--- src/rtl/fuzzy_pkg.sv ---
// Shared types and constants for the fuzzifier datapath.
package fuzzy_pkg;

   // One trapezoid membership function: breakpoints a <= b <= c <= d, signed Q7.0.
   typedef struct packed {
      logic signed [7:0] a;
      logic signed [7:0] b;
      logic signed [7:0] c;
      logic signed [7:0] d;
   } mf_params_t;

   typedef enum logic [1:0] {
      IDLE = 2'd0,
      EVAL = 2'd1,
      OUT  = 2'd2
   } fsm_state_t;

   localparam logic [15:0] MU_ONE  = 16'h7FFF;
   localparam logic [15:0] MU_ZERO = 16'h0000;

   // A bank entry is only meaningful when its breakpoints are non-decreasing.
   function automatic logic params_ordered(input mf_params_t p);
      return ($signed(p.a) <= $signed(p.b)) &&
             ($signed(p.b) <= $signed(p.c)) &&
             ($signed(p.c) <= $signed(p.d));
   endfunction

endpackage

--- src/rtl/fuzzifier_seq_if.sv ---
// Config, start and mu-stream handshake bundle for fuzzifier_seq.
// FUZZ_ARGMAX_EN adds the running-argmax result signals.
interface fuzzifier_seq_if #(
   parameter int N_MF = 4
);
   localparam int IDX_W = $clog2(N_MF);

   logic                    cfg_we;
   logic [IDX_W-1:0]        cfg_idx;
   logic signed [7:0]       cfg_a;
   logic signed [7:0]       cfg_b;
   logic signed [7:0]       cfg_c;
   logic signed [7:0]       cfg_d;
   logic                    cfg_ready;
   logic                    cfg_err;
   logic                    start_valid;
   logic                    start_ready;
   logic signed [7:0]       x_in;
   logic                    out_valid;
   logic                    out_ready;
   logic [15:0]             mu_out;
   logic [IDX_W-1:0]        mu_idx;
   logic                    mu_last;
   logic                    busy;
`ifdef FUZZ_ARGMAX_EN
   logic [IDX_W-1:0]        max_idx;
   logic [15:0]             max_mu;

   modport master (
      output cfg_we, cfg_idx, cfg_a, cfg_b, cfg_c, cfg_d, start_valid, x_in, out_ready,
      input  cfg_ready, cfg_err, start_ready, out_valid, mu_out, mu_idx, mu_last, busy,
             max_idx, max_mu
   );
   modport slave (
      input  cfg_we, cfg_idx, cfg_a, cfg_b, cfg_c, cfg_d, start_valid, x_in, out_ready,
      output cfg_ready, cfg_err, start_ready, out_valid, mu_out, mu_idx, mu_last, busy,
             max_idx, max_mu
   );
`else
   modport master (
      output cfg_we, cfg_idx, cfg_a, cfg_b, cfg_c, cfg_d, start_valid, x_in, out_ready,
      input  cfg_ready, cfg_err, start_ready, out_valid, mu_out, mu_idx, mu_last, busy
   );
   modport slave (
      input  cfg_we, cfg_idx, cfg_a, cfg_b, cfg_c, cfg_d, start_valid, x_in, out_ready,
      output cfg_ready, cfg_err, start_ready, out_valid, mu_out, mu_idx, mu_last, busy
   );
`endif

endinterface

--- src/rtl/fuzzifier_seq_trap.sv ---
// Combinational trapezoid membership evaluator: Q7.0 x -> Q1.15 mu.
module fuzzifier_seq_trap
   import fuzzy_pkg::*;
(
   input  logic signed [7:0] x,
   input  mf_params_t        p,
   output logic [15:0]       mu
);

   logic signed [8:0] x_e, a_e, b_e, c_e, d_e;
   logic [8:0]        rise_n, rise_d, fall_n, fall_d;

   assign x_e = {x[7], x};
   assign a_e = {p.a[7], p.a};
   assign b_e = {p.b[7], p.b};
   assign c_e = {p.c[7], p.c};
   assign d_e = {p.d[7], p.d};

   // Differences are only consumed where they are positive; divisors are forced
   // non-zero so the unselected quotient never divides by zero.
   assign rise_n = 9'(x_e - a_e);
   assign fall_n = 9'(d_e - x_e);
   assign rise_d = (b_e == a_e) ? 9'd1 : 9'(b_e - a_e);
   assign fall_d = (d_e == c_e) ? 9'd1 : 9'(d_e - c_e);

   // Region select: outside support, plateau, rising edge, falling edge.
   always_comb begin
      mu = MU_ZERO;
      if ((x_e <= a_e) || (x_e >= d_e))
         mu = MU_ZERO;
      else if ((x_e >= b_e) && (x_e <= c_e))
         mu = MU_ONE;
      else if (x_e < b_e)
         mu = 16'({rise_n, 15'b0} / {15'b0, rise_d});
      else
         mu = 16'({fall_n, 15'b0} / {15'b0, fall_d});
   end

endmodule

--- src/rtl/fuzzifier_seq.sv ---
// Sequences one shared trapezoid evaluator across an N_MF parameter bank and
// streams one mu beat per MF. FUZZ_ARGMAX_EN enables running argmax outputs.
module fuzzifier_seq
   import fuzzy_pkg::*;
#(
   parameter int N_MF = 4
) (
   input logic             clk,
   input logic             rst,
   fuzzifier_seq_if.slave  bus
);

   localparam int IDX_W = $clog2(N_MF);

   fsm_state_t          state_reg;
   logic [IDX_W-1:0]    idx_reg;
   logic signed [7:0]   x_reg;
   logic [15:0]         mu_reg;
   logic [IDX_W-1:0]    mu_idx_reg;
   logic                last_reg;
   logic                valid_reg;
   logic                err_reg;
   mf_params_t          bank [N_MF];
   mf_params_t          cfg_p;
   logic                cfg_commit;
   logic [15:0]         mu_calc;

   assign cfg_p      = '{a: bus.cfg_a, b: bus.cfg_b, c: bus.cfg_c, d: bus.cfg_d};
   assign cfg_commit = bus.cfg_we && (state_reg == IDLE) && params_ordered(cfg_p) &&
                       (32'(bus.cfg_idx) < N_MF);

   genvar gi;
   generate
      for (gi = 0; gi < N_MF; gi++) begin : g_bank
         mf_params_t entry_reg;
         // Parameter bank entry: cleared on reset, written only by a validated commit.
         always_ff @(posedge clk) begin
            if (rst)
               entry_reg <= '0;
            else if (cfg_commit && (32'(bus.cfg_idx) == gi))
               entry_reg <= cfg_p;
         end
         assign bank[gi] = entry_reg;
      end
   endgenerate

   fuzzifier_seq_trap u_trap (
      .x  (x_reg),
      .p  (bank[idx_reg]),
      .mu (mu_calc)
   );

`ifdef FUZZ_ARGMAX_EN
   logic [IDX_W-1:0] max_idx_reg;
   logic [15:0]      max_mu_reg;
`endif

   // Sweep FSM with registered beat fields and the cfg reject pulse.
   always_ff @(posedge clk) begin
      if (rst) begin
         state_reg  <= IDLE;
         idx_reg    <= '0;
         x_reg      <= '0;
         mu_reg     <= MU_ZERO;
         mu_idx_reg <= '0;
         last_reg   <= 1'b0;
         valid_reg  <= 1'b0;
         err_reg    <= 1'b0;
`ifdef FUZZ_ARGMAX_EN
         max_idx_reg <= '0;
         max_mu_reg  <= MU_ZERO;
`endif
      end else begin
         err_reg <= bus.cfg_we && !cfg_commit;
         case (state_reg)
            IDLE: begin
               if (bus.start_valid) begin
                  x_reg     <= bus.x_in;
                  idx_reg   <= '0;
                  state_reg <= EVAL;
`ifdef FUZZ_ARGMAX_EN
                  max_idx_reg <= '0;
                  max_mu_reg  <= MU_ZERO;
`endif
               end
            end
            EVAL: begin
               mu_reg     <= mu_calc;
               mu_idx_reg <= idx_reg;
               last_reg   <= (32'(idx_reg) == N_MF - 1);
               valid_reg  <= 1'b1;
               state_reg  <= OUT;
`ifdef FUZZ_ARGMAX_EN
               if (mu_calc > max_mu_reg) begin
                  max_mu_reg  <= mu_calc;
                  max_idx_reg <= idx_reg;
               end
`endif
            end
            OUT: begin
               if (bus.out_ready) begin
                  valid_reg <= 1'b0;
                  if (last_reg) begin
                     state_reg <= IDLE;
                  end else begin
                     idx_reg   <= idx_reg + 1'b1;
                     state_reg <= EVAL;
                  end
               end
            end
            default: state_reg <= IDLE;
         endcase
      end
   end

   assign bus.cfg_ready   = (state_reg == IDLE);
   assign bus.start_ready = (state_reg == IDLE);
   assign bus.busy        = (state_reg != IDLE);
   assign bus.cfg_err     = err_reg;
   assign bus.out_valid   = valid_reg;
   assign bus.mu_out      = mu_reg;
   assign bus.mu_idx      = mu_idx_reg;
   assign bus.mu_last     = last_reg;
`ifdef FUZZ_ARGMAX_EN
   assign bus.max_idx     = max_idx_reg;
   assign bus.max_mu      = max_mu_reg;
`endif

endmodule

--- src/flat_wrapper.sv ---
// flat-port wrapper written by rule: the top's interface ports become plain ports
module fuzzifier_seq_flat import fuzzy_pkg::*;
#(
   parameter int N_MF = 4
)
  (clk, rst, bus_cfg_we, bus_cfg_idx, bus_cfg_a, bus_cfg_b, bus_cfg_c, bus_cfg_d, bus_start_valid, bus_x_in, bus_out_ready, bus_cfg_ready, bus_cfg_err, bus_start_ready, bus_out_valid, bus_mu_out, bus_mu_idx, bus_mu_last, bus_busy);
  fuzzifier_seq_if #(.N_MF(N_MF)) bus_i ();
  input logic clk;
  input logic rst;
  input wire logic [$bits(bus_i.cfg_we)-1:0] bus_cfg_we;
  input wire logic [$bits(bus_i.cfg_idx)-1:0] bus_cfg_idx;
  input wire logic [$bits(bus_i.cfg_a)-1:0] bus_cfg_a;
  input wire logic [$bits(bus_i.cfg_b)-1:0] bus_cfg_b;
  input wire logic [$bits(bus_i.cfg_c)-1:0] bus_cfg_c;
  input wire logic [$bits(bus_i.cfg_d)-1:0] bus_cfg_d;
  input wire logic [$bits(bus_i.start_valid)-1:0] bus_start_valid;
  input wire logic [$bits(bus_i.x_in)-1:0] bus_x_in;
  input wire logic [$bits(bus_i.out_ready)-1:0] bus_out_ready;
  output wire logic [$bits(bus_i.cfg_ready)-1:0] bus_cfg_ready;
  output wire logic [$bits(bus_i.cfg_err)-1:0] bus_cfg_err;
  output wire logic [$bits(bus_i.start_ready)-1:0] bus_start_ready;
  output wire logic [$bits(bus_i.out_valid)-1:0] bus_out_valid;
  output wire logic [$bits(bus_i.mu_out)-1:0] bus_mu_out;
  output wire logic [$bits(bus_i.mu_idx)-1:0] bus_mu_idx;
  output wire logic [$bits(bus_i.mu_last)-1:0] bus_mu_last;
  output wire logic [$bits(bus_i.busy)-1:0] bus_busy;
  assign bus_i.cfg_we = bus_cfg_we;
  assign bus_i.cfg_idx = bus_cfg_idx;
  assign bus_i.cfg_a = bus_cfg_a;
  assign bus_i.cfg_b = bus_cfg_b;
  assign bus_i.cfg_c = bus_cfg_c;
  assign bus_i.cfg_d = bus_cfg_d;
  assign bus_i.start_valid = bus_start_valid;
  assign bus_i.x_in = bus_x_in;
  assign bus_i.out_ready = bus_out_ready;
  assign bus_cfg_ready = bus_i.cfg_ready;
  assign bus_cfg_err = bus_i.cfg_err;
  assign bus_start_ready = bus_i.start_ready;
  assign bus_out_valid = bus_i.out_valid;
  assign bus_mu_out = bus_i.mu_out;
  assign bus_mu_idx = bus_i.mu_idx;
  assign bus_mu_last = bus_i.mu_last;
  assign bus_busy = bus_i.busy;
  fuzzifier_seq #(.N_MF(N_MF)) u_core (.clk(clk), .rst(rst), .bus(bus_i));
endmodule
--- config.mk ---
export PLATFORM = sky130hd
export DESIGN_NAME = fuzzifier_seq_flat
export DESIGN_NICKNAME = d
export VERILOG_FILES = /design/src/rtl/fuzzy_pkg.sv /design/src/rtl/fuzzifier_seq_if.sv /design/src/rtl/fuzzifier_seq_trap.sv /design/src/rtl/fuzzifier_seq.sv /design/src/flat_wrapper.sv
export SDC_FILE = /design/constraint.sdc
export NUM_CORES = 1
export LEC_CHECK = 0
export CORE_MARGIN = 3
export CORE_UTILIZATION = 30
export CTS_CLUSTER_DIAMETER = 80
export CTS_CLUSTER_SIZE = 24
export DETAILED_ROUTE_END_ITERATION = 10
export MAX_ROUTING_LAYER = met4
export PLACE_DENSITY = 0.4
export RECOVER_POWER = 100
export SLEW_MARGIN = 20
export SYNTH_ARGS = -nofsm -noshare
export SYNTH_HDL_FRONTEND = slang
export SYNTH_HIERARCHICAL = 1
export SYNTH_SLANG_ARGS = --single-unit
--- constraint.sdc ---
create_clock -name clk -period 70.2 [get_ports clk]
set_input_delay 7.02 -clock clk [delete_from_list [all_inputs] [get_ports clk]]
set_output_delay 7.02 -clock clk [all_outputs]
set_load 0.01 [all_outputs]
==> impl_metrics.env <==
export IMPL_core_region_area_um2=118000
export IMPL_ys_warnings_count=6
export IMPL_die_area_um2=123000
export IMPL_postRouteAntennaNets=0
export IMPL_gp_congestion=0.872
export IMPL_synth_cells=4903
export IMPL_seq_area_frac_synth_pct=9.01
export IMPL_clock_sinks=161
export IMPL_min_from="u_core/bus.mu_out[1]"
export IMPL_synth_nets=5363
export IMPL_synth_top_area_cell="ha_1"
export IMPL_synth_area_leaders="ha_1 (14%), dfxtp_1 (9.0%), a21oi_1 (5.4%)"
export IMPL_routed_wl_um=133000
export IMPL_tritoncts="yes"
export IMPL_slowest_stage="nand4b_1"
export IMPL_dr_total_vias=37000
export IMPL_synth_area_um2=35800
export IMPL_min_path_cells=2
export IMPL_synth_distinct_cells=135
export IMPL_grt_pass1_wl_um=209000
export IMPL_grt_start_max_net_pins=112
export IMPL_synth_commonest_cells="ha_1 (407), nand2_1 (399), a21oi_1 (387)"
export IMPL_max_freq_ghz=0.0156
export IMPL_root_buffer="clkbuf_16"
export IMPL_antenna_found_initial=4
export IMPL_worstPathArrival_ns=64.30
export IMPL_rsz0062_at_grt="no"
export IMPL_dr_first_iter_drc_count=2652
export IMPL_wl_per_cell_um=20.7
export IMPL_slew_violations=183
export IMPL_cpMostUsedCell="o21ai_0"
export IMPL_ys_flop_type="dfxtp_1"
export IMPL_insertion_delay_ns=0.48
export IMPL_cap_viol_max_count=4
export IMPL_postCtsSetupBuffers=0
export IMPL_min_period_ns=63.98
export IMPL_critPathMaxFanout=32
export IMPL_die_h_um=351
export IMPL_skew_ns=0.0206
export IMPL_htreeDepth=4
export IMPL_drive_gt1_share_pct=7.69
export IMPL_reg2reg_to="u_core/bus.mu_out[0]"
export IMPL_worstPathRequired_ns=70.53
export IMPL_fin_setup_tns_ns=0
export IMPL_worst_pin_slew_ns=3.06
export IMPL_fill_cells=12900
export IMPL_grt_overflow=0
export IMPL_cts_resized=0
export IMPL_drt_first_pass_iters=6
export IMPL_synth_top_area_share_pct=14.2
export IMPL_dpl_hpwl_um=104000
export IMPL_fin_area_um2=38700
export IMPL_port_buffers=70
export IMPL_synth_edf_count=0
export IMPL_layoutNonFillerInstCount=6425
export IMPL_antennaDiodeCount=0
export IMPL_hold_viol=0
export IMPL_final_util_pct=32.7
export IMPL_synth_avg_cell_area_um2=7.30
export IMPL_yosysMostFrequentCell="ha_1"
export IMPL_cpPeakStageDelay_ns=0.66
export IMPL_largest_reg_flops=128
export IMPL_post_route_period_util_pct=91.1
export IMPL_holdCritPathClass="reg -> reg"
export IMPL_ios=71
export IMPL_max_slew_margin_pct=-104
export IMPL_crit_type="reg -> reg"
export IMPL_placed_cell_area_um2=38100
export IMPL_area_growth_pct=8.13
export IMPL_grt_pass1_vias=35600
export IMPL_status="complete, but fails checks"
export IMPL_fin_nets=5336
export IMPL_synth_seq_cells=161
export IMPL_start_util_pct=30.3
export IMPL_cts_hold_fix_buffers=0
export IMPL_cts_buffer_depth=2
export IMPL_clk_pin_slew_worst_paths_ns=0.08
export IMPL_r2r_setup_slack_ns=6.22
export IMPL_die_w_um=351
export IMPL_setup_viol=0
export IMPL_holdPathEnd="u_core/bus.mu_out[1]"
export IMPL_cts_buffers=17
export IMPL_routed_via_density=5.76
export IMPL_drc_errors=0
export IMPL_post_place_cells=6392
export IMPL_r2r_start="u_core/idx_reg[0]"
export IMPL_worstRegToRegCells=291
export IMPL_ys_async_sr_fraction_pct=0
export IMPL_violations="max-capacitance violations, max-slew violations"
export IMPL_startpoint_type="register"
export IMPL_end_kind="register"
export IMPL_track_usage_pct=21.7
export IMPL_fp_row_count=126
[cells by family after synthesis]
group,share of synthesized area [%]
flip-flops,9.01
AND/OR/NAND/NOR,27.2
XOR/XNOR,6.73
multiplexers,7.00
adder cells (fa/ha/maj),14.6
buffers and inverters,4.16
AO/OA/AOI/OAI,31.4
[worst max path at each step]
stage                      start              endpoint  cells past startpoint
2_1_floorplan  u_core/idx_reg[0]  u_core/bus.mu_out[0]                    313
3_3_place_gp   u_core/idx_reg[0]  u_core/bus.mu_out[0]                    284
3_5_place_dp   u_core/idx_reg[0]  u_core/bus.mu_out[0]                    281
4_1_cts        u_core/idx_reg[0]  u_core/bus.mu_out[0]                    281
5_1_grt        u_core/idx_reg[0]  u_core/bus.mu_out[0]                    296
6_report       u_core/idx_reg[0]  u_core/bus.mu_out[0]                    291
[cells in the final DEF (no fill, tap or decap), drive strengths merged, types with 20 or more instances in the layout]
master,synthesis,final
nor4,36,36
dfxtp,161,161
or3,63,63
nand4,65,65
and2,62,62
a21oi,394,394
mux2i,86,86
or2,35,35
inv,189,198
xor2,103,103
nor2b,68,68
a31oi,45,45
xnor2,165,165
nor2,390,391
nand3b,107,107
nand2b,167,167
and3,52,52
a21boi,30,30
clkdlybuf4s50,0,43
a21o,178,178
o31a,26,26
o211ai,49,49
mux4,32,32
dlygate4sd3,0,26
a211oi,48,48
nand2,401,401
clkbuf,107,20
buf,62,51
o21ai,445,445
nor3,149,149
o21a,83,83
nor4b,22,22
nand3,134,134
o21bai,26,26
o31ai,74,74
ha,407,407
o22ai,24,24
mux2,81,81
[metrics by stage]
| step | hold WS (ns) | setup WS, ns |
|---|---|---|
| 2_1_floorplan | 0.446 | 13.23 |
| 3_3_place_gp | 0.444 | 0.322 |
| 3_5_place_dp | 0.447 | 0.985 |
| 4_1_cts | 0.457 | 0.768 |
| 5_1_grt | 0.473 | 0.142 |
| 6_report | 0.451 | 6.22 |
[worst max-delay path, delay by kind of cell, from the launching register on]
kind | cells | cell delay [ns]
adder cells (fa/ha/maj) | 25 | 8.36
AND/OR/NAND/NOR | 93 | 19.10
AO/OA/AOI/OAI | 162 | 32.67
flip-flops | 1 | 0.39
buffers and inverters | 8 | 1.57
multiplexers | 3 | 1.55
[routing by layer]
metal  share of wire [%]  track usage, %  vias up
met3                 3.2            1.93       80
met5                   0               -        -
li1                    -               -    18500
met4                 1.0            2.88        0
met1                  51            30.9    17800
met2                  44            33.9      668
[area by class of cell]
type,count,area [um2],area share [%]
well taps,1536,1920,4.97
clock inverters,14,165,0.427
clock buffers,18,439,1.14
multi-input cells,4384,31100,80.5
repair buffers,122,1090,2.81
inverters,190,713,1.84
flip-flops and latches,161,3230,8.34
Power is left out: the tool's default activity adds up to more than one toggle a clock period on the data nets, which glitch-free logic cannot reach.
==> variant (same flow settings) <==
`N_MF` is set to 4 in 3 places; all go to 8.
--- a/src/rtl/fuzzifier_seq_if.sv
+++ b/src/rtl/fuzzifier_seq_if.sv
@@ -2,5 +2,5 @@
 // FUZZ_ARGMAX_EN adds the running-argmax result signals.
 interface fuzzifier_seq_if #(
-   parameter int N_MF = 4
+   parameter int N_MF = 8
 );
    localparam int IDX_W = $clog2(N_MF);
--- a/src/rtl/fuzzifier_seq.sv
+++ b/src/rtl/fuzzifier_seq.sv
@@ -4,5 +4,5 @@
    import fuzzy_pkg::*;
 #(
-   parameter int N_MF = 4
+   parameter int N_MF = 8
 ) (
    input logic             clk,
--- a/src/flat_wrapper.sv
+++ b/src/flat_wrapper.sv
@@ -2,5 +2,5 @@
 module fuzzifier_seq_flat import fuzzy_pkg::*;
 #(
-   parameter int N_MF = 4
+   parameter int N_MF = 8
 )
   (clk, rst, bus_cfg_we, bus_cfg_idx, bus_cfg_a, bus_cfg_b, bus_cfg_c, bus_cfg_d, bus_start_valid, bus_x_in, bus_out_ready, bus_cfg_ready, bus_cfg_err, bus_start_ready, bus_out_valid, bus_mu_out, bus_mu_idx, bus_mu_last, bus_busy);
Interface: changed (resized bus_cfg_idx and bus_mu_idx); port bits go from 71 to 73. No check against the original RTL was run, so the function may have changed too.
==> variant against the original RTL <==
The flow still finishes with violations (max-capacitance violations, max-slew violations). First-iteration DRC count increased by 7.0%. Die area increased by 18%. Area after synthesis increased by 18%. Setup slack got worse by 0.59 ns. Largest cell class unchanged. Cell area increased by 18%. Routed wire length increased by 13%. Sequential cell count increased by 130.
Power is not shown: default switching activity piles up to over one toggle a cycle in this logic, so the estimate is an artifact.
==> variant: results (changes against the original RTL) <==
Yosys
  – Post-synthesis net count: 5890 (+9.8%)
  – Synth Area in Compound Gates: 0.252 (-0.0618)
  – Synth Area in XOR/XNOR: 0.0571 (-0.0102)
  – Mapped Cells: 5428 (+11%)
  – Largest cells by area after synthesis: dfxtp_1, ha_1, mux2i_1
  – Synth top cells by count: ha_1, nand2_1, nand2b_1
  – Register area share after synthesis: 0.138 (+0.0481)
  – Yosys cell types: 137 (+1.5%)
  – Synth warn: 6 (unchanged)
  – Adder-cell share of the synthesized area: 0.124 (-0.0218)

GRT
  – Global-route wire length before repair: 232 mm (+11%)
  – Number of global-route vias before repair: 38600 (+8.6%)
  – Largest net degree at the start of global routing: 129 (+15%)
  – Initial antenna violation count: 3 (-1)
  – Gr usage total: 0.203 (-0.0134)

CTS
  – CTS Buffer Depth: 3 (+1)
  – Worst-Skew Late Latency: 0.58 ns (+0.10 ns)
  – Cts bufs inserted: 22 (+5)

Layout
  – Final net count: 5820 (+9.1%)
  – Non-Filler Instances: 7238 (+13%)
  – Ratio of cells with drive above 1 in the final layout: 0.0862 (+0.00926)
  – Max FFs per register: 256 (+100%)

Min path
  – Worst Hold End: u_core/bus.mu_out[5]$_SDFFE_PP0P_
  – Hold Startpoint: u_core/bus.mu_out[5]$_SDFFE_PP0P_

Detailed routing
  – DR iter-0 viols: 2838 (+7.0%)
  – Wirelength per Cell: 20.8 um (+0.34%)
  – Via count: 40300 (+8.9%)
  – DRT Pass-1 Iters: 5 (-1)

Worst setup path
  – Max incr delay on CP: 1.16 ns (+0.50 ns)
  – R2R depth: 277 (-4.8%)
  – WP data arrival: 64.98 ns (+0.68 ns)
  – Critical-path top delay cell: nor2_1
  – Critical-path maximum fanout: 43 (+34%)

Placement
  – Final HPWL DP: 113 mm (+8.5%)
  – IO Port Bufs: 72 (+2.9%)
  – Dpl ws: -0.840 ns (-1.83 ns)
  – Area after DPL: 0.0447 mm^2 (+17%)

STA
  – Crit path time final: 64.57 ns (+0.594 ns)
  – Worst Clk Skew: 0.0314 ns (+0.0109 ns)
  – Slew margin rel.: -1.41 (-0.377)
  – Final slew viol count: 464 (+150%)
  – Hold slack: 0.454 ns (+0.00336 ns)

Run status
  – Status: finished, violations left
  – Failing checks: max-capacitance violations, max-slew violations

Flow run
  – Max-cap violation count: 11 (+7)
## variant: worst max-delay path: cells and delay by family, from the launching register on
family | cells | cell delay, ns
simple gates | 91 | 20.77
buf+inv | 9 | 1.64
flops | 1 | 0.85
compound gates | 149 | 31.88
fa+ha+maj | 25 | 8.13
mux | 3 | 0.90
## variant: repair_timing
action                     4_1_cts  5_1_grt
setup endpoints to repair        1        3
gates cloned                     0        1
gates resized for setup          4       35
pin swaps                        0        2
setup buffers                    1        5
## variant: layer usage
layer	GRT usage	up-vias	wire, um
met5	-	-	0
met2	0.323	758	67800
met4	0.0265	0	1960
met1	0.285	19400	74900
li1	-	20100	-
met3	0.0193	101	5810
## variant: cell type report
class                           instances  area, um^2
Clock inverter                         15         244
Sequential cell                       291        5830
Timing Repair Buffer                  135        1200
Tap cell                             1863        2330
Clock buffer                           24         589
Inverter                              192         721
Antenna cell                            2        5.00
Fill cell                           14900       92800
Multi-Input combinational cell       4716       34800
